File: src/rtl/pipe_pkg.sv
// Shared slice state encoding and occupancy-width helper for the elastic pipeline chain.
package pipe_pkg;

  typedef enum logic [1:0] {
    EMPTY = 2'd0,
    ONE   = 2'd1,
    TWO   = 2'd2
  } slice_state_t;

  // Counter width sized for the larger (skid) capacity so both builds share one port width.
  function automatic int unsigned cntWidth(input int unsigned stages);
    return $clog2(2 * stages + 1);
  endfunction

endpackage

File: src/rtl/pipe_slice.sv
// One elastic slice: a 2-entry skid buffer with PIPE_SKID_EN, else a single valid/data register.
module pipe_slice
  import pipe_pkg::*;
#(
  parameter int unsigned WIDTH = 70
) (
  input  logic             clk,
  input  logic             reset,
  input  logic             flush,
  input  logic             in_valid,
  output logic             in_ready,
  input  logic [WIDTH-1:0] in_data,
  output logic             out_valid,
  input  logic             out_ready,
  output logic [WIDTH-1:0] out_data
);

`ifdef PIPE_SKID_EN
  slice_state_t     state;
  logic [WIDTH-1:0] skidData;
  logic             inFire;
  logic             outFire;

  assign inFire  = in_valid & in_ready;
  assign outFire = out_valid & out_ready;

  // out_data is the main entry; in_ready and out_valid are registered alongside the state.
  always_ff @(posedge clk or posedge reset) begin
    if (reset) begin
      state     <= EMPTY;
      out_data  <= '0;
      skidData  <= '0;
      in_ready  <= 1'b1;
      out_valid <= 1'b0;
    end else if (flush) begin
      state     <= EMPTY;
      in_ready  <= 1'b1;
      out_valid <= 1'b0;
    end else begin
      case (state)
        EMPTY: begin
          if (inFire) begin
            state     <= ONE;
            out_data  <= in_data;
            out_valid <= 1'b1;
          end
        end
        ONE: begin
          if (inFire && !outFire) begin
            state    <= TWO;
            skidData <= in_data;
            in_ready <= 1'b0;
          end else if (outFire && !inFire) begin
            state     <= EMPTY;
            out_valid <= 1'b0;
          end else if (inFire && outFire) begin
            out_data <= in_data;
          end
        end
        TWO: begin
          if (outFire) begin
            state    <= ONE;
            out_data <= skidData;
            in_ready <= 1'b1;
          end
        end
        default: begin
          state     <= EMPTY;
          in_ready  <= 1'b1;
          out_valid <= 1'b0;
        end
      endcase
    end
  end
`else
  // Ready ripples combinationally from downstream when this slice is occupied.
  assign in_ready = ~out_valid | out_ready;

  always_ff @(posedge clk or posedge reset) begin
    if (reset) begin
      out_valid <= 1'b0;
      out_data  <= '0;
    end else if (flush) begin
      out_valid <= 1'b0;
    end else if (in_ready) begin
      out_valid <= in_valid;
      if (in_valid) out_data <= in_data;
    end
  end
`endif

endmodule

File: src/rtl/pipe_stage_chain.sv
// Parametrised elastic register chain of STAGES pipe_slice instances with flush and occupancy.
// Build option: define PIPE_SKID_EN for 2-entry skid slices with registered ready.
module pipe_stage_chain
  import pipe_pkg::*;
#(
  parameter  int unsigned WIDTH  = 70,
  parameter  int unsigned STAGES = 1,
  localparam int unsigned CNT_W  = cntWidth(STAGES)
) (
  input  logic             clk,
  input  logic             reset,
  input  logic             flush,
  input  logic             in_valid,
  output logic             in_ready,
  input  logic [WIDTH-1:0] in_data,
  output logic             out_valid,
  input  logic             out_ready,
  output logic [WIDTH-1:0] out_data,
  output logic [CNT_W-1:0] occupancy
);

  if (STAGES == 0) begin : gBadStages
    $error("pipe_stage_chain: STAGES must be at least 1");
  end

  // Each stage keeps its own link signals so the ready ripple has no self-referencing vector.
  for (genvar k = 0; k < STAGES; k++) begin : gStage
    logic             upValid;
    logic [WIDTH-1:0] upData;
    logic             sliceInReady;
    logic             sliceOutValid;
    logic             sliceOutReady;
    logic [WIDTH-1:0] sliceOutData;

    if (k == 0) begin : gHead
      assign upValid  = in_valid;
      assign upData   = in_data;
      assign in_ready = sliceInReady;
    end else begin : gLink
      assign upValid = gStage[k-1].sliceOutValid;
      assign upData  = gStage[k-1].sliceOutData;
    end

    if (k == STAGES - 1) begin : gTail
      assign sliceOutReady = out_ready;
      assign out_valid     = sliceOutValid;
      assign out_data      = sliceOutData;
    end else begin : gNext
      assign sliceOutReady = gStage[k+1].sliceInReady;
    end

    pipe_slice #(
      .WIDTH(WIDTH)
    ) uSlice (
      .clk      (clk),
      .reset    (reset),
      .flush    (flush),
      .in_valid (upValid),
      .in_ready (sliceInReady),
      .in_data  (upData),
      .out_valid(sliceOutValid),
      .out_ready(sliceOutReady),
      .out_data (sliceOutData)
    );
  end

  logic inFire;
  logic outFire;

  assign inFire  = in_valid & in_ready;
  assign outFire = out_valid & out_ready;

  always_ff @(posedge clk or posedge reset) begin
    if (reset) begin
      occupancy <= '0;
    end else if (flush) begin
      occupancy <= '0;
    end else if (inFire && !outFire) begin
      occupancy <= occupancy + CNT_W'(1);
    end else if (outFire && !inFire) begin
      occupancy <= occupancy - CNT_W'(1);
    end
  end

endmodule
File: config.mk
export PLATFORM = sky130hd
export DESIGN_NAME = pipe_stage_chain
export DESIGN_NICKNAME = d
export VERILOG_FILES = /design/src/rtl/pipe_pkg.sv /design/src/rtl/pipe_slice.sv /design/src/rtl/pipe_stage_chain.sv
export SDC_FILE = /design/constraint.sdc
export NUM_CORES = 1
export LEC_CHECK = 0
export BUFFER_PORTS_ARGS = -buffer_cell sky130_fd_sc_hd__buf_2
export CAP_MARGIN = 25
export CORE_MARGIN = 3
export CORE_UTILIZATION = 45
export CTS_CLUSTER_SIZE = 20
export DETAILED_ROUTE_END_ITERATION = 12
export GPL_TIMING_DRIVEN = 0
export PLACE_DENSITY = 0.84
export REMOVE_ABC_BUFFERS = 1
export SETUP_SLACK_MARGIN = 0.3
export SYNTH_ARGS = -nofsm -noshare
export SYNTH_HDL_FRONTEND = slang
export SYNTH_HIERARCHICAL = 1
export SYNTH_SLANG_ARGS = --single-unit
File: constraint.sdc
create_clock -name clk -period 2.52 [get_ports clk]
set_input_delay 0.252 -clock clk [delete_from_list [all_inputs] [get_ports clk]]
set_output_delay 0.252 -clock clk [all_outputs]
set_load 0.03 [all_outputs]
==> results of run 1 <==
-- layer usage --
layer / track usage [%] / routed length (um) / vias to the layer above
met5: 0 / 0 / -
met4: 5.612 / 65 / 0
met3: 6.916 / 614 / 9
met2: 26.41 / 2773 / 90
met1: 18.48 / 2252 / 886
li1: - / - / 927
-- area by class of cell --
type | instances | area (um^2)
Fill cell | 474 | 2076
Sequential cell | 73 | 1827
Multi-Input combinational cell | 89 | 933.4
Timing Repair Buffer | 156 | 838.3
Clock buffer | 11 | 141.4
Clock inverter | 5 | 102.6
Tap cell | 75 | 93.84
Inverter | 3 | 13.76
-- worst paths after layout --
check	end	slack (ns)	depth (start not counted)
worst max-delay path	gStage[0].uSlice/out_data[24]	0.73	5
worst min-delay path	gStage[0].uSlice/out_data[46]	0.14	2
worst max register to register	gStage[0].uSlice/out_data[24]	0.73	5
worst min register to register	gStage[0].uSlice/out_data[25]	0.50	1
max in group asynchronous	gStage[0].uSlice/out_data[3]	1.31	3
min in group asynchronous	occupancy[1]	0.36	3
-- worst reg2reg max path, delay by kind of cell, from the launching register on --
kind	cells	cell delay (ns)
buf+inv	2	0.40
simple gates	2	0.49
mux	1	0.37
flops	1	0.43
-- logic make-up (layout without fill, tap and decap cells) --
group | Yosys count | after routing | share of synthesized area (%)
XOR/XNOR | 1 | 1 | 0.3073
buffers and inverters | 10 | 175 | 3.161
AND/OR/NAND/NOR | 13 | 13 | 3.424
flip-flops | 73 | 73 | 64.09
multiplexers | 72 | 72 | 28.40
AO/OA/AOI/OAI | 3 | 3 | 0.6147
-- layout by cell type (no fill, tap or decap), drive strengths merged, types with 2 or more instances in the layout --
cell type,netlist,routed
inv,3,3
buf,7,155
nand2,3,3
clkbuf,0,11
mux2,71,71
bufinv,0,3
dfrtp,73,73
a21oi,2,2
nor2,4,4
-- per-stage QoR --
| stage | worst slack, ns | util, % | instances |
|---|---|---|---|
| CTS | 0.3019 | 65.05 | 408 |
| global route | 0.6460 | 65.55 | 412 |
| finish | 0.7261 | 65.55 | 412 |
| floorplan | -0.5175 | - | 165 |
| global placement | -0.9768 | 59.84 | 388 |
| detailed placement | 0.3258 | 60.84 | 391 |
-- what timing repair did --
action / 4_1_cts / 5_1_grt
setup buffers: 0 / 4
endpoints found under the hold margin: 2 / 0
hold buffers: 1 / 0
setup endpoints to repair: 0 / 17
-- state kept, by name (all words and copies together) (netlist names) --
register and count:
gStage.uSlice/out_data 70, gStage.uSlice/out_valid 1, occupancy 2
-- power by group through the flow --
stage | sequential (mW) | clock, mW | combinational (mW)
3_5_place_dp | 1.48 | 0 | 0.975
2_1_floorplan | 1.89 | 0 | 0.240
3_3_place_gp | 1.47 | 0 | 0.948
5_1_grt | 1.49 | 1.18 | 1.02
4_1_cts | 1.46 | 1.12 | 0.975
6_report | 1.46 | 1.09 | 0.966
==> results.py, run 1 <==
metrics = {
    "run_status": {
        "outcome": "finished clean",
    },
    "synthesis": {
        "synth_top_area_cell": "dfrtp_1",
        "synth_area_um2": 2850,
        "ys_seq_area_share_pct": 64.09,
        "synthFlopType": "dfrtp_1",
        "syn_area_per_cell_um2": 16.57,
        "synth_edf_count": 0,
        "synth_common_cells": "dfrtp_1, mux2_2, buf_6",
        "ys_warn_count": 6,
        "synth.distinct_cells": 18,
        "syn_inst": 172,
        "synthTopCellsByArea": "dfrtp_1, mux2_2, buf_6",
        "async_flop_share_pct": 100.0,
        "synth_most_common_cell": "dfrtp_1",
        "synth_top_area_share_pct": 64.09,
        "ys_seq_elements": 73,
    },
    "clock_network": {
        "cts-resized-gates": 0,
        "htreeDepth": 3,
        "clk_latency_ns": 0.33,
        "cts_sinks": 73,
        "cts_tree": "done",
        "cts-root-buf": "clkbuf_8",
        "clk_pin_slew_ns": 0.07,
        "clockBufferDepth": 2,
        "numCtsBuffers": 9,
    },
    "timing": {
        "holdWs_ns": 0.1425,
        "fmax_ghz": 0.5575,
        "hold_violations": 0,
        "setup_tns_ns": 0,
        "period_minus_slack_ns": 1.794,
        "drv_slew": 0,
        "slew_headroom_pct": 44.27,
        "period_share_pct": 71.18,
        "setup_viol": 0,
        "rsz0062_at_grt": "no",
        "tightest_slew_ns": 0.8360,
        "skew_ns": 0.006655,
    },
    "place": {
        "place_congestion": 0.7691,
        "place_area_um2": 3666,
        "dp_hpwl_mm": 4.274,
        "portBuffers": 148,
    },
    "floorplan": {
        "core_area_um2": 6026,
        "initial_core_util_pct": 47.30,
        "io_pins": 149,
        "dieArea_um2": 7325,
        "num_rows": 28,
        "die_x_um": 85.59,
        "dieHeight_um": 85.59,
    },
    "setup_path": {
        "worstPathCellList": "nor2b_4 -> nor3b_4 -> buf_4 -> buf_8 -> mux2_2",
        "end_kind": "flip-flop",
        "crit_required_ns": 2.74,
        "crit_buf_inv": 2,
        "r2r-start": "gStage[0].uSlice/out_valid",
        "worstPathMaxFanout": 21,
        "criticalPathCategory": "reg2reg",
        "worstSetupStartpoint": "gStage[0].uSlice/out_valid",
        "slowest_stage": "dfrtp_1",
        "start_kind": "flip-flop",
        "cpPeakStageDelay_ns": 0.43,
        "crit_family": "simple AND/OR/NAND/NOR gates",
        "critPathArrivalTime_ns": 2.01,
    },
    "route": {
        "dr_total_vias": 1912,
        "post_drt_via_cell_ratio": 4.641,
        "drc_errors": 0,
        "drt_wl_total_mm": 5.706,
        "ant_nets": 0,
        "dr.pass1.iters": 2,
        "wire_per_inst_um": 13.85,
        "dr.first_iter.drc_count": 25,
    },
    "pwr": {
        "switching_share_pct": 31.52,
        "p_leak_nw": 1.957,
        "peakVddDrop_v": 0.0004812,
        "p_int_mw": 2.408,
        "p_switching_mw": 1.108,
        "seq_power_share_pct": 41.6,
        "pwr-share-comb_pct": 27.5,
        "power_density_nw_per_um2": 890.2,
        "clkPwrFrac_pct": 31.0,
        "power_mw": 3.516,
    },
    "global_routing": {
        "grt_max_degree": 72,
        "overflow": 0,
        "grt_pass1_vias": 1967,
        "grt_first_pass_wirelength_mm": 9.135,
        "grt.total_usage_pct": 15.93,
        "antenna_found_initial": 0,
    },
    "hold_path": {
        "min_path_type": "in2reg",
        "hp-start": "in_data[46]",
    },
    "finish": {
        "antenna_cells": 0,
        "drive_above_1_share_pct": 72.40,
        "final_area_um2": 3950,
        "finalNetCount": 407,
        "synthToLayoutAreaGrowth_pct": 38.59,
    },
    "run": {
        "cap_violations": 0,
    },
}
Note: power is estimated with default switching activity, not from simulation.
==> run 2, diff against run 1 <==
CORE_UTILIZATION = 40   (was 45)
PLACE_DENSITY = 0.79   (was 0.84)
clock period = 1.59 ns   (was 2.52 ns; I/O delays follow)
==> run 2 against run 1 <==
The flow now finishes with violations (negative setup slack); worst setup slack got worse by 0.81 ns; die area up 12%; register-to-register slack got worse by 0.81 ns; sequential share of layout area fell by 5.3 points; cell area rose by 13%; sequential power increased by 60%; core utilization down 0.54 points; critical path depth up 1; sequential cell count stayed put; non-clock buffer count is 17 higher; total power increased by 66%; clock power grew 60%.
==> results.py, run 2 (synthesis gave the netlist of run 1 again) <==
metrics = {
    "run_status": {
        "outcome": "finished with violations",
        "violations": "negative setup slack",
    },
    "global_routing": {
        "antenna_found_initial": 0,
        "overflow": 0,
        "grt_pass1_vias": 2288,
        "grt_max_degree": 72,
        "grt_first_pass_wirelength_mm": 10.75,
        "grt.total_usage_pct": 16.47,
    },
    "place": {
        "pre_cts_ws_ns": -0.6522,
        "dp_hpwl_mm": 4.664,
        "place_congestion": 0.7634,
        "portBuffers": 148,
    },
    "pwr": {
        "p_int_mw": 3.988,
        "p_leak_nw": 2.260,
        "clkPwrFrac_pct": 29.8,
        "pwr-share-comb_pct": 30.2,
        "power_density_nw_per_um2": 1309,
        "p_switching_mw": 1.857,
        "peakVddDrop_v": 0.0008676,
        "switching_share_pct": 31.77,
        "seq_power_share_pct": 39.9,
    },
    "route": {
        "dr.pass1.iters": 4,
        "drc_errors": 0,
        "wire_per_inst_um": 16.05,
        "dr.first_iter.drc_count": 40,
        "drt_wl_total_mm": 7.221,
        "ant_nets": 0,
        "dr_total_vias": 2091,
        "post_drt_via_cell_ratio": 4.647,
    },
    "clock_network": {
        "cts_sinks": 73,
        "cts-root-buf": "clkbuf_8",
        "htreeDepth": 3,
        "clk_pin_slew_ns": 0.08,
        "cts_tree": "done",
        "numCtsBuffers": 9,
        "clockBufferDepth": 2,
        "clk_latency_ns": 0.34,
    },
    "finish": {
        "multi_input_area_um2": 1096,
        "finalNetCount": 424,
        "top_register": "gStage.uSlice/out_data",
        "largest_reg_flops": 70,
        "drive_above_1_share_pct": 75.14,
        "antenna_cells": 0,
        "final_common_cell": "buf_2",
        "mostFrequentLayoutCells": "buf_2, dfrtp_1, mux2_4, mux2_2",
        "synthToLayoutAreaGrowth_pct": 56.67,
        "fillers": 551,
        "reg.largest.list": "gStage.uSlice/out_data (70), occupancy (2), gStage.uSlice/out_valid (1)",
        "seqCellArea_um2": 1827,
    },
    "setup_path": {
        "end_kind": "flip-flop",
        "r2r-start": "gStage[0].uSlice/out_valid",
        "r2r_end": "gStage[0].uSlice/out_data[6]",
        "crit_required_ns": 1.81,
        "worstSetupStartpoint": "gStage[0].uSlice/out_valid",
        "rr_worst_depth": 6,
        "rrSetupSlack_ns": -0.09,
        "criticalPathCategory": "reg2reg",
        "critPathArrivalTime_ns": 1.89,
        "endpoint": "gStage[0].uSlice/out_data[6]",
        "worstPathMaxFanout": 8,
        "start_kind": "flip-flop",
    },
    "floorplan": {
        "initial_core_util_pct": 41.49,
        "dieHeight_um": 90.42,
        "dieArea_um2": 8175,
        "io_pins": 149,
        "core_area_um2": 6869,
        "die_x_um": 90.42,
        "num_rows": 30,
    },
    "timing": {
        "setup_viol": 60,
        "setup_tns_ns": -2.782,
        "drv_slew": 0,
        "slew_headroom_pct": 43.26,
        "hold_violations": 0,
        "tightest_slew_ns": 0.8512,
        "period_minus_slack_ns": 1.678,
        "layout_setup_ws_ns": -0.08800,
        "rsz0062_at_grt": "yes",
        "period_share_pct": 105.5,
        "fmax_ghz": 0.5959,
        "skew_ns": 0.004902,
    },
    "run": {
        "cap_violations": 0,
    },
    "hold_path": {
        "min_path_type": "in2reg",
    },
}
[run 2: changes by cell type in the layout (fill, tap and decap cells not counted), moves of 3 or more]
cell,before,now
buf_6,0,10
mux2_2,70,32
mux2_4,0,39
buf_12,0,3
clkbuf_16,0,5
[run 2: area by class of cell]
class | count | share of cell area (%)
sequential | 73 | 40.91
timing repair buffer | 173 | 25.95
multi-input combinational | 89 | 24.54
clock buffer | 10 | 3.082
tap | 96 | 2.690
clock inverter | 6 | 2.354
inverter | 3 | 0.4763
[run 2: power groups by stage]
stage                     registers (mW)  clock network (mW)  logic (mW)
after floorplan                     2.99                   0       0.380
after global placement              2.33                   0        1.51
after detailed placement            2.36                   0        1.56
after CTS                           2.33                1.78        1.65
after global routing                2.38                1.85        1.86
final                               2.33                1.74        1.77
[run 2: per-layer routing]
| layer | up-vias | GRT usage (%) | wire [um] |
|---|---|---|---|
| li1 | 961 | - | - |
| met5 | - | 0 | 0 |
| met4 | 0 | 6.760 | 104 |
| met3 | 10 | 4.417 | 413 |
| met1 | 1041 | 18.29 | 2697 |
| met2 | 79 | 29.74 | 4006 |
[run 2: timing repair]
item	CTS	global route
buffers inserted	13	2
pin swaps	2	1
gates resized for setup	27	38
hold buffers	1	0
endpoints found under the setup margin	72	73
gates cloned	1	4
endpoints found under the hold margin	2	0
[run 2: per-stage QoR]
step / hold WS (ns) / power [mW] / std cells / instance area (um^2) / utilization [%]
after CTS: 0.03004 / 5.761 / 444 / 4215 / 61.37
after detailed placement: 0.04676 / 3.917 / 413 / 3732 / 54.34
after global routing: 0.03862 / 6.094 / 450 / 4466 / 65.01
after floorplan: -0.09982 / 3.368 / 165 / 2771 / -
after global placement: 0.02493 / 3.838 / 409 / 3632 / 52.88
final: 0.04702 / 5.845 / 450 / 4466 / 65.01
[run 2: how the worst min path moves through the flow]
stage                                         end  depth (start not counted)        start  slack, ns
finish              gStage[0].uSlice/out_data[52]                          2  in_data[52]       0.05
global route        gStage[0].uSlice/out_data[37]                          2  in_data[37]       0.04
CTS                 gStage[0].uSlice/out_data[52]                          2  in_data[52]       0.03
detailed placement                   occupancy[1]                          2        reset       0.05
global placement                     occupancy[1]                          2        reset       0.02
floorplan                            occupancy[0]                          1        reset       -0.1
[run 2: critical path, cell delays in order (launching register included)]
cell and delay (ns):
dfrtp_1 0.39, nor2b_4 0.14, nor3b_4 0.24, clkbuf_16 0.19, buf_16 0.13, clkbuf_16 0.17
mux2_4 0.30
